===== config.mk =====
export PLATFORM = sky130hd
export DESIGN_NAME = pc_fetch_unit
export DESIGN_NICKNAME = d
export VERILOG_FILES = /design/src/rtl/pc_fetch_unit.sv
export SDC_FILE = /design/constraint.sdc
export NUM_CORES = 1
export LEC_CHECK = 0
export CELL_PAD_IN_SITES_DETAIL_PLACEMENT = 0
export CELL_PAD_IN_SITES_GLOBAL_PLACEMENT = 2
export CORE_MARGIN = 4
export CORE_UTILIZATION = 27
export DETAILED_ROUTE_END_ITERATION = 12
export HOLD_SLACK_MARGIN = 0.05
export PLACE_DENSITY = 0.95
export SYNTH_ARGS = -nofsm -noshare
export SYNTH_HDL_FRONTEND = slang
export SYNTH_SLANG_ARGS = --single-unit

===== constraint.sdc =====
create_clock -name clk -period 4.8 [get_ports clk]
set_input_delay 0.96 -clock clk [delete_from_list [all_inputs] [get_ports clk]]
set_output_delay 0.96 -clock clk [all_outputs]
set_load 0.01 [all_outputs]

===== src/rtl/pc_fetch_unit.sv =====
// Program counter and instruction fetch stage: imem req/valid fetch, decode valid/ready delivery.
// Optional HALT support is compiled in with `define FETCH_HALT_EN.
module pc_fetch_unit #(
  parameter int unsigned     PC_W     = 11,
  parameter logic [PC_W-1:0] RESET_PC = '0
`ifdef FETCH_HALT_EN
  ,
  parameter logic [5:0]      HALT_OPCODE = 6'b111111
`endif
) (
  input  logic            clk,
  input  logic            rst,
  input  logic            branch_valid,
  input  logic            branch_control,
  input  logic [PC_W-1:0] branch_target,
  input  logic            stall,
  output logic            imem_req,
  output logic [PC_W-1:0] imem_addr,
  input  logic [31:0]     imem_rdata,
  input  logic            imem_valid,
  output logic [31:0]     instr,
  output logic            instr_valid,
  input  logic            instr_ready,
  output logic [PC_W-1:0] instr_pc,
  output logic [PC_W-1:0] link_pc,
  output logic            halted
);

  localparam logic [PC_W-1:0] PC_ONE = PC_W'(1);

  typedef enum logic [2:0] {
    ST_IDLE = 3'd0,
    ST_REQ  = 3'd1,
    ST_WAIT = 3'd2,
    ST_HOLD = 3'd3
`ifdef FETCH_HALT_EN
    ,
    ST_HALT = 3'd4
`endif
  } state_e;

  state_e          state_q, state_d;
  logic [PC_W-1:0] pc_q, pc_d;
  logic            imem_req_q, imem_req_d;
  logic [PC_W-1:0] imem_addr_q, imem_addr_d;
  logic [31:0]     instr_q, instr_d;
  logic            instr_valid_q, instr_valid_d;
  logic [PC_W-1:0] instr_pc_q, instr_pc_d;
  logic [PC_W-1:0] link_pc_q, link_pc_d;
  logic            halted_q, halted_d;
  logic            redirect_pending_q, redirect_pending_d;
  logic            redirect_c;
  logic            accept_c;

  assign redirect_c = branch_valid & branch_control;
  assign accept_c   = instr_valid_q & instr_ready;

  // Next-state and datapath update; redirect outranks every other event.
  always_comb begin
    state_d            = state_q;
    pc_d               = pc_q;
    imem_req_d         = imem_req_q;
    imem_addr_d        = imem_addr_q;
    instr_d            = instr_q;
    instr_valid_d      = instr_valid_q;
    instr_pc_d         = instr_pc_q;
    link_pc_d          = link_pc_q;
    halted_d           = halted_q;
    redirect_pending_d = redirect_pending_q;

    case (state_q)
      ST_IDLE: state_d = ST_REQ;

      ST_REQ: begin
        if (redirect_c) begin
          pc_d = branch_target;
        end else if (!stall) begin
          imem_req_d  = 1'b1;
          imem_addr_d = pc_q;
          state_d     = ST_WAIT;
        end
      end

      ST_WAIT: begin
        if (imem_valid) begin
          imem_req_d = 1'b0;
          // A response coinciding with a redirect belongs to the stale path: drop it.
          if (redirect_c || redirect_pending_q) begin
            redirect_pending_d = 1'b0;
            state_d            = ST_REQ;
            if (redirect_c) begin
              pc_d = branch_target;
            end
          end else begin
            instr_d       = imem_rdata;
            instr_pc_d    = pc_q;
            link_pc_d     = pc_q + PC_ONE;
            instr_valid_d = 1'b1;
            state_d       = ST_HOLD;
          end
        end else if (redirect_c) begin
          pc_d               = branch_target;
          redirect_pending_d = 1'b1;
        end
      end

      ST_HOLD: begin
        if (redirect_c) begin
          instr_valid_d = 1'b0;
          pc_d          = branch_target;
          state_d       = ST_REQ;
        end else if (accept_c) begin
          instr_valid_d = 1'b0;
          pc_d          = pc_q + PC_ONE;
          state_d       = ST_REQ;
`ifdef FETCH_HALT_EN
          if (instr_q[31:26] == HALT_OPCODE) begin
            pc_d     = pc_q;
            halted_d = 1'b1;
            state_d  = ST_HALT;
          end
`endif
        end
      end

`ifdef FETCH_HALT_EN
      ST_HALT: state_d = ST_HALT;
`endif

      default: state_d = ST_IDLE;
    endcase
  end

  always_ff @(posedge clk) begin
    if (rst) begin
      state_q            <= ST_IDLE;
      pc_q               <= RESET_PC;
      imem_req_q         <= 1'b0;
      imem_addr_q        <= RESET_PC;
      instr_q            <= '0;
      instr_valid_q      <= 1'b0;
      instr_pc_q         <= RESET_PC;
      link_pc_q          <= RESET_PC + PC_ONE;
      halted_q           <= 1'b0;
      redirect_pending_q <= 1'b0;
    end else begin
      state_q            <= state_d;
      pc_q               <= pc_d;
      imem_req_q         <= imem_req_d;
      imem_addr_q        <= imem_addr_d;
      instr_q            <= instr_d;
      instr_valid_q      <= instr_valid_d;
      instr_pc_q         <= instr_pc_d;
      link_pc_q          <= link_pc_d;
      halted_q           <= halted_d;
      redirect_pending_q <= redirect_pending_d;
    end
  end

  assign imem_req    = imem_req_q;
  assign imem_addr   = imem_addr_q;
  assign instr       = instr_q;
  assign instr_valid = instr_valid_q;
  assign instr_pc    = instr_pc_q;
  assign link_pc     = link_pc_q;
  assign halted      = halted_q;

endmodule


==> results.py <==
metrics = {
    "final_layout": {
        "antenna_cells": 0,
        "multi_input_area_sq_um": 1429,
        "synthToLayoutAreaGrowth_pct": 46.09,
        "layout_common_cells": "clkdlybuf4s50_1, nand2_1, dfxtp_1",
        "layout_commonest_cell": "clkdlybuf4s50_1",
        "fillCellCount": 1193,
        "drive_above_1_share_pct": 4.665,
        "final_nets": 539,
        "final_cell_count_no_fill": 636,
        "final-seq-area_sq_um": 1622,
    },
    "clock_network": {
        "htree_levels": 3,
        "clkLatencyLatePin_ps": 330,
        "cts_tree": "built",
        "clock_path_buffers": 2,
        "cts_resized": 0,
        "cts_buffers": 9,
        "clkTransAtPathRegs_ps": 60,
        "post_cts_buffers": 0,
        "cts_hold_buf": 0,
        "clock-sinks": 81,
        "cts-root-buf": "clkbuf_16",
    },
    "placed_design": {
        "dp.cells": 620,
        "hpwlAfterDp_mm": 6.461,
        "portBuffers": 116,
        "place_congestion": 0.7589,
    },
    "timing": {
        "finalHoldViolations": 0,
        "rsz0062_at_grt": "false",
        "fmaxAchievable_ghz": 0.3214,
        "skew_ps": 5.332,
        "fin_crit_sh_pct": 64.81,
        "setup_viol": 0,
        "fin_crit_ps": 3111,
        "setup-tns-final_ps": 0,
        "worst_pin_slew_ps": 1176,
        "slew_headroom_pct": 21.60,
        "slew_violations": 0,
    },
    "detailed_routing": {
        "routed_wl_mm": 9.138,
        "drt-wirelength-per-cell_um": 14.37,
        "dr_total_vias": 3039,
        "drtPass1Iterations": 4,
        "viasPerCell": 4.778,
        "drtAntennaViolNets": 0,
        "first_iter_violations": 155,
        "drc_errors": 0,
    },
    "logic_synthesis": {
        "synth_edf_count": 0,
        "synth_top_area_share_pct": 49.48,
        "netlist_instances": 393,
        "yosysSeqAreaShare_pct": 49.48,
        "yosysUniqueCellTypes": 43,
        "synthFlopType": "dfxtp_1",
        "syn_area_sq_um": 3277,
        "ys_ff_latch": 81,
        "synth_fp_nets": 444,
        "synthTopCellsByArea": "dfxtp_1, nand2_1, a21oi_1, mux2i_1, nor2_1",
        "yosysTopAreaCell": "dfxtp_1",
        "ys_warn_count": 0,
        "synthArstFlopShare_pct": 0,
        "synth.avg_cell_area_sq_um": 8.338,
    },
    "critical_path": {
        "crit_chain": "clkdlybuf4s50_1 -> and2_1 -> or3_1 -> buf_4 -> nand2_1 -> a21oi_1",
        "endpoint": "instr[0]$_SDFFE_PP0P_",
        "critical-path-max-stage-delay_ps": 850,
        "cp_slowest_cell": "or3_1",
        "cp-startpoint": "branch_valid",
        "crit_buf_inv": 2,
        "arrival_ps": 3370,
        "r2r_slack_ps": 2580,
        "cp.required_ps": 5060,
        "path_class": "in2reg",
        "crit_path_end_kind": "flop",
        "critPathTopFamily": "simple AND/OR/NAND/NOR gates",
        "reg2reg_depth": 5,
        "critPathMaxFanout": 29,
        "r2r-end": "instr[0]$_SDFFE_PP0P_",
        "cp-start-kind": "input pin",
        "cp.depth": 6,
        "r2r_start": "state_q[0]$_SDFFE_PP0P_",
    },
    "power_and_ir_drop": {
        "powerDensity_nw_per_um2": 343.1,
        "leakage_uw": 0.001653,
        "total_power_uw": 1642,
        "vdd_drop_max_v": 0.0001805,
    },
    "global_routing": {
        "grt_pass1_wl_mm": 15.10,
        "grt_pass1_vias": 2975,
        "grt_antenna_before_repair": 0,
        "grt.overflow.total": 0,
        "grt_max_degree": 71,
        "track_usage_pct": 13.07,
    },
    "floorplan": {
        "die_w_um": 118.2,
        "fp-row-count": 39,
        "design.core.area_sq_um": 11660,
        "die-area_sq_um": 13960,
        "initial_utilization_pct": 28.10,
        "io_pins": 118,
        "die_y_um": 118.2,
    },
    "min_path": {
        "hold_path.class": "reg2reg",
    },
    "status": {
        "outcome": "finished clean",
    },
    "flow_run": {
        "drv_cap": 0,
    },
}
## routing by layer
metal	wire length (um)	global-route usage [%]	part of all wire, %	up-vias
met3	680	4.107	7.4	7
met1	4203	17.42	46	1407
met5	0	0	0	-
met2	4175	20.54	46	103
met4	78	3.516	0.85	0
li1	-	-	-	1522
## Yosys cell counts, types with 4 or more instances
cell type  count
nor3_1         9
clkbuf_1      14
nand3_1       13
mux2i_1       11
dfxtp_1       81
a22oi_1        4
o32ai_1        4
buf_2         13
a211oi_1       6
inv_1          5
nor2_1        23
nand2_1      102
a21oi_1       52
buf_6          5
xnor2_1        6
o21ai_0        6
## power by group
group          leakage [uW]  switching [uW]  internal (uW)  total, uW
clock              0.000163             272            511        783
combinational      0.000835            68.5           80.4        149
sequential         0.000655            20.0            691        711
## worst register-to-register path, delay by kind of cell, from the launching register on
family | cells | cell delay, ps
AO/OA/AOI/OAI | 1 | 150
buffers and inverters | 1 | 390
flip-flops | 1 | 480
AND/OR/NAND/NOR | 3 | 1130
## state kept, by name, summed over array words and instances (netlist names)
name                flops
imem_req                1
instr_pc               11
redirect_pending_q      1
state_q                 2
pc_q                   11
instr                  32
instr_valid             1
imem_addr              11
link_pc                11
## kinds of logic (layout without fill, tap and decap cells)
logic type / count (synthesis) / count (layout) / synth area share (%)
and+or+nand+nor: 162 / 162 / 21.12
xor gates and xnor gates: 8 / 8 / 2.138
DFF: 81 / 81 / 49.48
muxes: 11 / 11 / 3.360
other: 1 / 1 / 0.1144
buffers and inverters: 41 / 141 / 6.911
adders and majority gates: 1 / 1 / 0.3818
AOI/OAI and AO/OA: 88 / 88 / 16.49
## per-stage QoR
stage	hold slack [ps]	instance area [sq um]	worst slack, ps	utilization [%]
floorplan	465.3	3277	2590	-
global placement	442.2	4443	1399	38.10
detailed placement	446.4	4443	1315	38.10
CTS	455.2	4787	1672	41.05
global route	481.6	4787	1409	41.05
finish	454.6	4787	1689	41.05
## final cells by class
| type | instances | share of cell area (%) |
|---|---|---|
| Inverter | 6 | 0.4705 |
| Clock buffer | 10 | 4.783 |
| Tap cell | 143 | 3.738 |
| Sequential cell | 81 | 33.87 |
| Timing Repair Buffer | 119 | 24.88 |
| Multi-Input combinational cell | 271 | 29.85 |
| Clock inverter | 6 | 2.405 |
## worst min-delay path by stage
stage / startpoint / end / cells after the start
5_1_grt: instr[23]$_SDFFE_PP0P_ / instr[23]$_SDFFE_PP0P_ / 2
3_5_place_dp: instr[15]$_SDFFE_PP0P_ / instr[15]$_SDFFE_PP0P_ / 2
3_3_place_gp: instr[12]$_SDFFE_PP0P_ / instr[12]$_SDFFE_PP0P_ / 2
2_1_floorplan: pc_q[10]$_SDFFE_PP0P_ / instr_pc[10]$_SDFFE_PP0P_ / 2
4_1_cts: instr[15]$_SDFFE_PP0P_ / instr[15]$_SDFFE_PP0P_ / 2
6_report: instr_pc[2]$_SDFFE_PP0P_ / instr_pc[2]$_SDFFE_PP0P_ / 2
Note: power is estimated with default switching activity, not from simulation.
